`src/rtl/mdio_transmisor_if.sv`:
```
// mdio_transmisor_if: host request, read result and MDIO line signals.
// master: seen by mdio_transmisor; slave: seen by the host / PHY side.
interface mdio_transmisor_if;
    logic        MDIO_START;
    logic [31:0] T_DATA;
    logic        MDIO_IN;
    logic        MDC;
    logic        MDIO_OUT;
    logic        MDIO_OE;
    logic [15:0] RD_DATA;
    logic        DATA_RDY;
    logic        BUSY;

    modport master (
        input  MDIO_START, T_DATA, MDIO_IN,
        output MDC, MDIO_OUT, MDIO_OE, RD_DATA, DATA_RDY, BUSY
    );

    modport slave (
        output MDIO_START, T_DATA, MDIO_IN,
        input  MDC, MDIO_OUT, MDIO_OE, RD_DATA, DATA_RDY, BUSY
    );
endinterface

```
`src/rtl/mdio_transmisor.sv`:
```
// mdio_transmisor: MDIO management master. Ports: CLK, reset (async, high),
// bus (master modport): MDIO_START/T_DATA request, MDC/MDIO_OUT/MDIO_OE line,
// MDIO_IN return data, RD_DATA/DATA_RDY read result, BUSY.
// Optional macro MDIO_PREAMBLE_EN: prefix every frame with 32 driven ones.
module mdio_transmisor (
    input  logic              CLK,
    input  logic              reset,
    mdio_transmisor_if.master bus
);
    typedef enum logic [2:0] {
        IDLE,
`ifdef MDIO_PREAMBLE_EN
        PRE,
`endif
        SEND,
        RECV,
        DONE
    } state_t;

    state_t      state, state_n;
    logic        mdc;
    logic [31:0] sh, sh_n;
    logic [5:0]  cnt, cnt_n;
    logic        out, out_n;
    logic        oe, oe_n;
    logic [15:0] rd, rd_n;
    logic        is_rd, is_rd_n;
    logic        fall;
    logic [5:0]  last;
    logic        op_ok;

    // MDC is high now, so this edge takes it 1->0
    assign fall  = mdc;
    assign last  = is_rd ? 6'd15 : 6'd31;
    assign op_ok = (bus.T_DATA[29:28] == 2'b01) ||
                   (bus.T_DATA[29:28] == 2'b10);

    assign bus.MDC      = mdc;
    assign bus.MDIO_OUT = out;
    assign bus.MDIO_OE  = oe;
    assign bus.RD_DATA  = rd;
    assign bus.DATA_RDY = (state == DONE) && is_rd;
    assign bus.BUSY     = (state != IDLE);

    always_ff @(posedge CLK or posedge reset) begin
        if (reset) begin
            state <= IDLE;
            mdc   <= 1'b0;
            sh    <= '0;
            cnt   <= '0;
            out   <= 1'b0;
            oe    <= 1'b0;
            rd    <= '0;
            is_rd <= 1'b0;
        end else begin
            state <= state_n;
            mdc   <= ~mdc;
            sh    <= sh_n;
            cnt   <= cnt_n;
            out   <= out_n;
            oe    <= oe_n;
            rd    <= rd_n;
            is_rd <= is_rd_n;
        end
    end

    // oe low inside SEND/PRE means the first period has not started yet;
    // cnt holds the index of the period currently on the line.
    always_comb begin
        state_n = state;
        sh_n    = sh;
        cnt_n   = cnt;
        out_n   = out;
        oe_n    = oe;
        rd_n    = rd;
        is_rd_n = is_rd;
        unique case (state)
            IDLE: begin
                out_n = 1'b0;
                oe_n  = 1'b0;
                if (bus.MDIO_START && op_ok) begin
                    sh_n    = bus.T_DATA;
                    is_rd_n = bus.T_DATA[29];
                    cnt_n   = '0;
`ifdef MDIO_PREAMBLE_EN
                    state_n = PRE;
`else
                    state_n = SEND;
`endif
                end
            end
`ifdef MDIO_PREAMBLE_EN
            PRE: begin
                if (fall) begin
                    if (!oe) begin
                        oe_n  = 1'b1;
                        out_n = 1'b1;
                    end else if (cnt == 6'd31) begin
                        out_n   = sh[31];
                        sh_n    = {sh[30:0], 1'b0};
                        cnt_n   = '0;
                        state_n = SEND;
                    end else begin
                        cnt_n = cnt + 6'd1;
                    end
                end
            end
`endif
            SEND: begin
                if (fall) begin
                    if (!oe) begin
                        oe_n  = 1'b1;
                        out_n = sh[31];
                        sh_n  = {sh[30:0], 1'b0};
                        cnt_n = '0;
                    end else if (cnt == last) begin
                        oe_n    = 1'b0;
                        out_n   = 1'b0;
                        cnt_n   = '0;
                        state_n = is_rd ? RECV : DONE;
                    end else begin
                        out_n = sh[31];
                        sh_n  = {sh[30:0], 1'b0};
                        cnt_n = cnt + 6'd1;
                    end
                end
            end
            RECV: begin
                if (fall) begin
                    sh_n = {sh[30:0], bus.MDIO_IN};
                    if (cnt == 6'd15) begin
                        rd_n    = {sh[14:0], bus.MDIO_IN};
                        state_n = DONE;
                    end else begin
                        cnt_n = cnt + 6'd1;
                    end
                end
            end
            DONE: begin
                oe_n    = 1'b0;
                out_n   = 1'b0;
                state_n = IDLE;
            end
            default: state_n = IDLE;
        endcase
    end
endmodule

```
`src/flat_wrapper.sv`:
```
// flat-port wrapper written by rule: the top's interface ports become plain ports
module mdio_transmisor_flat 
  (CLK, reset, bus_MDIO_START, bus_T_DATA, bus_MDIO_IN, bus_MDC, bus_MDIO_OUT, bus_MDIO_OE, bus_RD_DATA, bus_DATA_RDY, bus_BUSY);
  mdio_transmisor_if bus_i ();
  input  logic CLK;
  input  logic reset;
  input wire logic [$bits(bus_i.MDIO_START)-1:0] bus_MDIO_START;
  input wire logic [$bits(bus_i.T_DATA)-1:0] bus_T_DATA;
  input wire logic [$bits(bus_i.MDIO_IN)-1:0] bus_MDIO_IN;
  output wire logic [$bits(bus_i.MDC)-1:0] bus_MDC;
  output wire logic [$bits(bus_i.MDIO_OUT)-1:0] bus_MDIO_OUT;
  output wire logic [$bits(bus_i.MDIO_OE)-1:0] bus_MDIO_OE;
  output wire logic [$bits(bus_i.RD_DATA)-1:0] bus_RD_DATA;
  output wire logic [$bits(bus_i.DATA_RDY)-1:0] bus_DATA_RDY;
  output wire logic [$bits(bus_i.BUSY)-1:0] bus_BUSY;
  assign bus_i.MDIO_START = bus_MDIO_START;
  assign bus_i.T_DATA = bus_T_DATA;
  assign bus_i.MDIO_IN = bus_MDIO_IN;
  assign bus_MDC = bus_i.MDC;
  assign bus_MDIO_OUT = bus_i.MDIO_OUT;
  assign bus_MDIO_OE = bus_i.MDIO_OE;
  assign bus_RD_DATA = bus_i.RD_DATA;
  assign bus_DATA_RDY = bus_i.DATA_RDY;
  assign bus_BUSY = bus_i.BUSY;
  mdio_transmisor u_core (.CLK(CLK), .reset(reset), .bus(bus_i));
endmodule
```
`config.mk`:
```
export PLATFORM = sky130hd
export DESIGN_NAME = mdio_transmisor_flat
export DESIGN_NICKNAME = d
export VERILOG_FILES = /design/src/rtl/mdio_transmisor_if.sv /design/src/rtl/mdio_transmisor.sv /design/src/flat_wrapper.sv
export SDC_FILE = /design/constraint.sdc
export NUM_CORES = 1
export LEC_CHECK = 0
export BUFFER_PORTS_ARGS = -buffer_cell sky130_fd_sc_hd__buf_4
export CORE_MARGIN = 2
export CORE_UTILIZATION = 40
export CTS_CLUSTER_DIAMETER = 80
export CTS_CLUSTER_SIZE = 16
export DETAILED_ROUTE_END_ITERATION = 12
export PLACE_DENSITY = 0.7
export RECOVER_POWER = 50
export SYNTH_ARGS = -nofsm -noshare
export SYNTH_HDL_FRONTEND = slang
export SYNTH_SLANG_ARGS = --single-unit
```
`constraint.sdc`:
```
create_clock -name CLK -period 2.8 [get_ports CLK]
set_input_delay 0.56 -clock CLK [delete_from_list [all_inputs] [get_ports CLK]]
set_output_delay 0.56 -clock CLK [all_outputs]
set_load 0.02 [all_outputs]
```
* Word-level counts from Yosys, hierarchy flattened
Index checks and enable logic that the tools add are counted.
** Storage, ports and cells
- Input bits :: 36
- Word-level logic and storage cells :: 69
- Output and inout port bits :: 21
- Register bits after elaboration :: 61
** Cells by class
- Bitwise logic cells :: 1
- $add $sub $neg :: 1
- Eq/ne operators :: 15
- Multiplexer cells :: 30
- Reduce and logical (&&, ||, !) cells :: 14
** Operator list (number)
- 32-bit 2-to-1 mux :: 5
- 32-bit one-hot mux with 3 select lines :: 1
- 6-bit 2-to-1 mux :: 6
- 3-bit 2-to-1 mux :: 6
- 6-bit one-hot mux with 3 select lines :: 1
- 2-bit by 1-bit != test with 1-bit output, second input constant :: 6
- 5-bit AND reduction :: 2
- 3-bit one-hot mux with 3 select lines :: 1
- 1-bit 2-to-1 mux :: 7
- 6-bit by 1-bit adder with 6-bit output, second input constant :: 1
- 3-bit by 2-bit == test with 1-bit output, second input constant :: 2
- 6-bit by 4-bit == test with 1-bit output, second input constant :: 1
- 6-bit == test :: 1
- 6-bit AND reduction :: 1
- 3-bit nonzero test :: 2
- 5-bit 2-to-1 mux :: 1
- 1-bit one-hot mux with 2 select lines :: 2
- 2-bit AND reduction :: 2
- 3-bit by 1-bit == test with 1-bit output, second input constant :: 1
- 3-bit zero test :: 1
- 3-bit != test, second input constant :: 1
- 3-bit AND reduction :: 1
- 2-bit by 1-bit == test with 1-bit output, second input constant :: 1
- 2-bit == test, second input constant :: 1
- 6 further kinds :: 7

* Logic depth before layout (Yosys ltp)
- Depth after elaboration :: 6
- Depth in mapped cells :: 8
- Gate-level depth less buffers :: 6

* Least setup slack after synthesis
No wires, ideal clock.
- Kind :: register -> register
- Start point :: register u_core.state[0]
- End point :: register u_core.sh[1]
- Data arrival time :: 2167 ps
- Cell stages (with the launch flop) :: 8
- Clock period less this slack :: 2292 ps
- Slack :: 508 ps
- Library setup time :: 125 ps
- Buffers on the path :: 1
- Cell sequence :: dfrtp_1 > inv_1 > ha_1 > o21ba_2 > a2111o_1 > a31oi_4 > buf_6 > mux2_2
** On the way
- Cells in the longest elaborated chain, start to end :: 3
- Elaborated cells between the ends (all ways) :: 10
- Those cells by class :: 6 x eq/ne; 1 x mux; 3 x reduce/logical
** Ends and longest elaborated chain
- start, declared :: line mdio_transmisor.sv:20 : state_t state, state_n;
- start signal, assigned :: line mdio_transmisor.sv:56 : state <= state_n;
- 3-bit by 1-bit == test with 1-bit output (tied with other cells) :: line mdio_transmisor.sv:77 : unique case (state)
- 3-bit != test (no line) (tied with other cells)
- 5-bit AND reduction (no line)
- end signal, assigned :: line mdio_transmisor.sv:58 : sh <= sh_n;
- end, declared :: line mdio_transmisor.sv:22 : logic [31:0] sh, sh_n;
Parallel ways exist; a longest one is shown, timed or not.
A chain may end at the register's enable or synchronous reset.

* Worst setup path in the final report
- Start point :: register u_core.state[0]
- End point :: register u_core.sh[22]
Same word-level chain as after synthesis.

==> results.sh <==
export IMPL_place_detailed_hpwl_mm=3.95
export IMPL_path_cells="inv_1 -> ha_1 -> o21ba_2 -> a2111o_1 -> a31oi_4 -> buf_12 -> mux2_2"
export IMPL_synth_edf_count=0
export IMPL_synth_area_per_cell_um2=10.6
export IMPL_p_per_area_mw_per_mm2=1020
export IMPL_rr_startpoint="u_core.state[0]"
export IMPL_numCtsBuffers=9
export IMPL_critical_path_arrival_ns=2.72
export IMPL_htree_num_levels=3
export IMPL_leakage_nw=1.88
export IMPL_drive_gt1_frac=0.337
export IMPL_syn_inst=285
export IMPL_track_usage=0.152
export IMPL_setup_tns_ns=0
export IMPL_cp_slowest_stage_delay_ns=0.52
export IMPL_synth_top_area_frac=0.497
export IMPL_crit_cells=7
export IMPL_vias=2201
export IMPL_syn_nets=327
export IMPL_path_class="flip-flop to flip-flop"
export IMPL_yosysMostFrequentCell="dfrtp_1"
export IMPL_ys_seq_area_frac=0.497
export IMPL_grt_pass1_vias=2222
export IMPL_clk_pin_slew_ns=0.06
export IMPL_cts_root_buffer="clkbuf_8"
export IMPL_yosys_register_bits=60
export IMPL_setup_viol=0
export IMPL_hold_viol=0
export IMPL_netlist_top_cell_by_area="dfrtp_1"
export IMPL_grt_antenna_before_repair=0
export IMPL_fmaxAchievable_ghz=0.397
export IMPL_drc=0
export IMPL_die_w_um=90.9
export IMPL_grt_pass1_wl_mm=10.1
export IMPL_setup_worst_path_end_class="flip-flop"
export IMPL_rsz0062_at_grt="no"
export IMPL_placementRows=31
export IMPL_post_cts_buffers=0
export IMPL_dieArea_mm2=0.00827
export IMPL_maxSlewViolCount=0
export IMPL_area_delta_synth_final_pct=22.2
export IMPL_slowest_stage="a2111o_1"
export IMPL_grt_overflow_total=0
export IMPL_crit_fanout=32
export IMPL_place_congestion=0.835
export IMPL_worstHoldPathType="input port to flip-flop"
export IMPL_drtPass1Iterations=4
export IMPL_io_pins=57
export IMPL_cp_top_family="compound AO/OA/AOI/OAI gates"
export IMPL_synthFlopType="dfrtp_1"
export IMPL_worst_setup_path_start_kind="flip-flop"
export IMPL_cts_sinks=60
export IMPL_fin_crit_sh=0.899
export IMPL_reg2reg_slack_ns=0.28
export IMPL_crit_end="u_core.sh[22]"
export IMPL_hold_buffers=0
export IMPL_clk_path_buf_depth=2
export IMPL_synth_area_leaders="dfrtp_1 50%, mux2_2 18%, o21ai_0 5.6%"
export IMPL_cp_required_ns=3.01
export IMPL_wl_per_cell_um=13.0
export IMPL_routed_via_density=4.93
export IMPL_worstMarginPinSlew_ns=1.46
export IMPL_maxCapViolations=0
export IMPL_tritoncts="done"
export IMPL_yosysWarnings=0
export IMPL_nets=386
export IMPL_start_util=0.414
export IMPL_startpoint="u_core.state[0]"
export IMPL_finalCriticalPeriod_ns=2.52
export IMPL_fin_skew_ns=0.00659
export IMPL_slew_headroom=0.0288
export IMPL_syn_cell_area_mm2=0.00302
export IMPL_grt_max_degree=61
export IMPL_status="finished clean"
export IMPL_wl_mm=5.81
export IMPL_r2r_end="u_core.sh[22]"
export IMPL_vdd_drop_max_v=0.000380
export IMPL_r2r_cells=7
export IMPL_die_y_um=90.9
export IMPL_finalPower_mw=3.77
export IMPL_core_area_mm2=0.00729
export IMPL_asyncSetResetFlopFracSynth=1.00
export IMPL_ys_types=38
export IMPL_synthTopCellsByCount="60 x dfrtp_1, 49 x mux2_2, 41 x inv_1"
export IMPL_ant_nets=0
export IMPL_antenna_cells=0
export IMPL_cts_resized=0
export IMPL_drt_iter0_drc=158
export IMPL_numPortBuffers=56
export IMPL_clock_latency_ns=0.32
export IMPL_path_buf_inv=2
-- cell usage in the layout (no fill, tap or decap), types with 2 or more instances in the layout --
cell / synthesis / routed
o31ai_1: 2 / 2
nor3b_1: 2 / 2
a211oi_1: 2 / 2
ha_1: 6 / 6
mux2_1: 2 / 2
inv_1: 41 / 41
a32o_1: 2 / 2
clkbuf_1: 7 / 9
mux2_2: 49 / 49
a21o_1: 2 / 2
nand3_1: 7 / 7
o21ai_0: 34 / 34
o22ai_1: 2 / 2
nor2_1: 4 / 4
clkbuf_8: 0 / 11
xnor2_1: 2 / 2
buf_4: 1 / 49
and2_1: 2 / 2
nand2_1: 32 / 32
dfrtp_1: 60 / 60
a22o_1: 2 / 2
and3_1: 4 / 4
nor3_1: 2 / 2
-- flip-flops by register name (all words and copies together) (netlist names) --
signal and flops:
u_core.bus.RD_DATA 16, u_core.cnt 6, u_core.state 2, u_core.sh 32, u_core.bus.MDC 1, u_core.bus.MDIO_OUT 1, u_core.is_rd 1, u_core.bus.MDIO_OE 1
-- report_power, final --
part | switching, mW | internal (mW) | total [mW]
Sequential | 0.170 | 1.14 | 1.30
Combinational | 0.885 | 0.828 | 1.71
Clock | 0.302 | 0.449 | 0.751
Total | 1.36 | 2.41 | 3.77
-- worst register-to-register path: stages (launching register included) --
cell and delay, ns:
dfrtp_1 0.42, inv_1 0.09, ha_1 0.29, o21ba_2 0.25, a2111o_1 0.52, a31oi_4 0.22
buf_12 0.23, mux2_2 0.38
-- cell type report --
type | instances | area, um2
timing repair buffer | 60 | 430
sequential | 60 | 1500
inverter | 41 | 154
multi-input combinational | 172 | 1290
clock inverter | 2 | 35.0
fill | 713 | 3600
tap | 99 | 124
clock buffer | 12 | 155
-- how the worst min path moves through the flow --
stage	start	end	slack (ns)	depth (start not counted)
3_5_place_dp	u_core.sh[27]	u_core.sh[27]	0.50	1
2_1_floorplan	u_core.sh[25]	u_core.sh[25]	0.46	1
4_1_cts	reset	u_core.bus.RD_DATA[9]	0.48	3
6_report	bus_MDIO_IN	u_core.bus.RD_DATA[0]	0.49	2
3_3_place_gp	u_core.sh[25]	u_core.sh[25]	0.47	1
5_1_grt	bus_MDIO_IN	u_core.bus.RD_DATA[0]	0.49	2
-- metrics by stage --
step	worst slack (ns)	area, um2	cells	hold WS, ns	util
floorplan	0.508	3020	285	0.458	-
finish	0.284	3690	446	0.491	0.507
detailed placement	0.303	3540	432	0.495	0.485
global placement	0.414	3540	432	0.472	0.485
global route	0.180	3690	446	0.491	0.507
CTS	0.289	3730	446	0.476	0.511
-- cells by family (layout without fill, tap and decap cells) --
group                      count (synthesis)  in the layout  synth area share
xor gates and xnor gates                   2              2           0.00580
buffers and inverters                     53            115            0.0749
DFF                                       60             60             0.497
adders and majority gates                  6              6            0.0248
and+or+nand+nor                           58             58            0.0890
AOI/OAI and AO/OA                         55             55             0.118
muxes                                     51             51             0.190
-- routing by layer --
| metal | vias to the layer above | routed length (um) | GRT usage |
|---|---|---|---|
| met2 | 56 | 2660 | 0.234 |
| met3 | 6 | 295 | 0.0401 |
| met5 | - | 0 | 0 |
| met1 | 1056 | 2770 | 0.203 |
| li1 | 1083 | - | - |
| met4 | 0 | 81 | 0.0657 |
(Power assumes the default switching activity.)
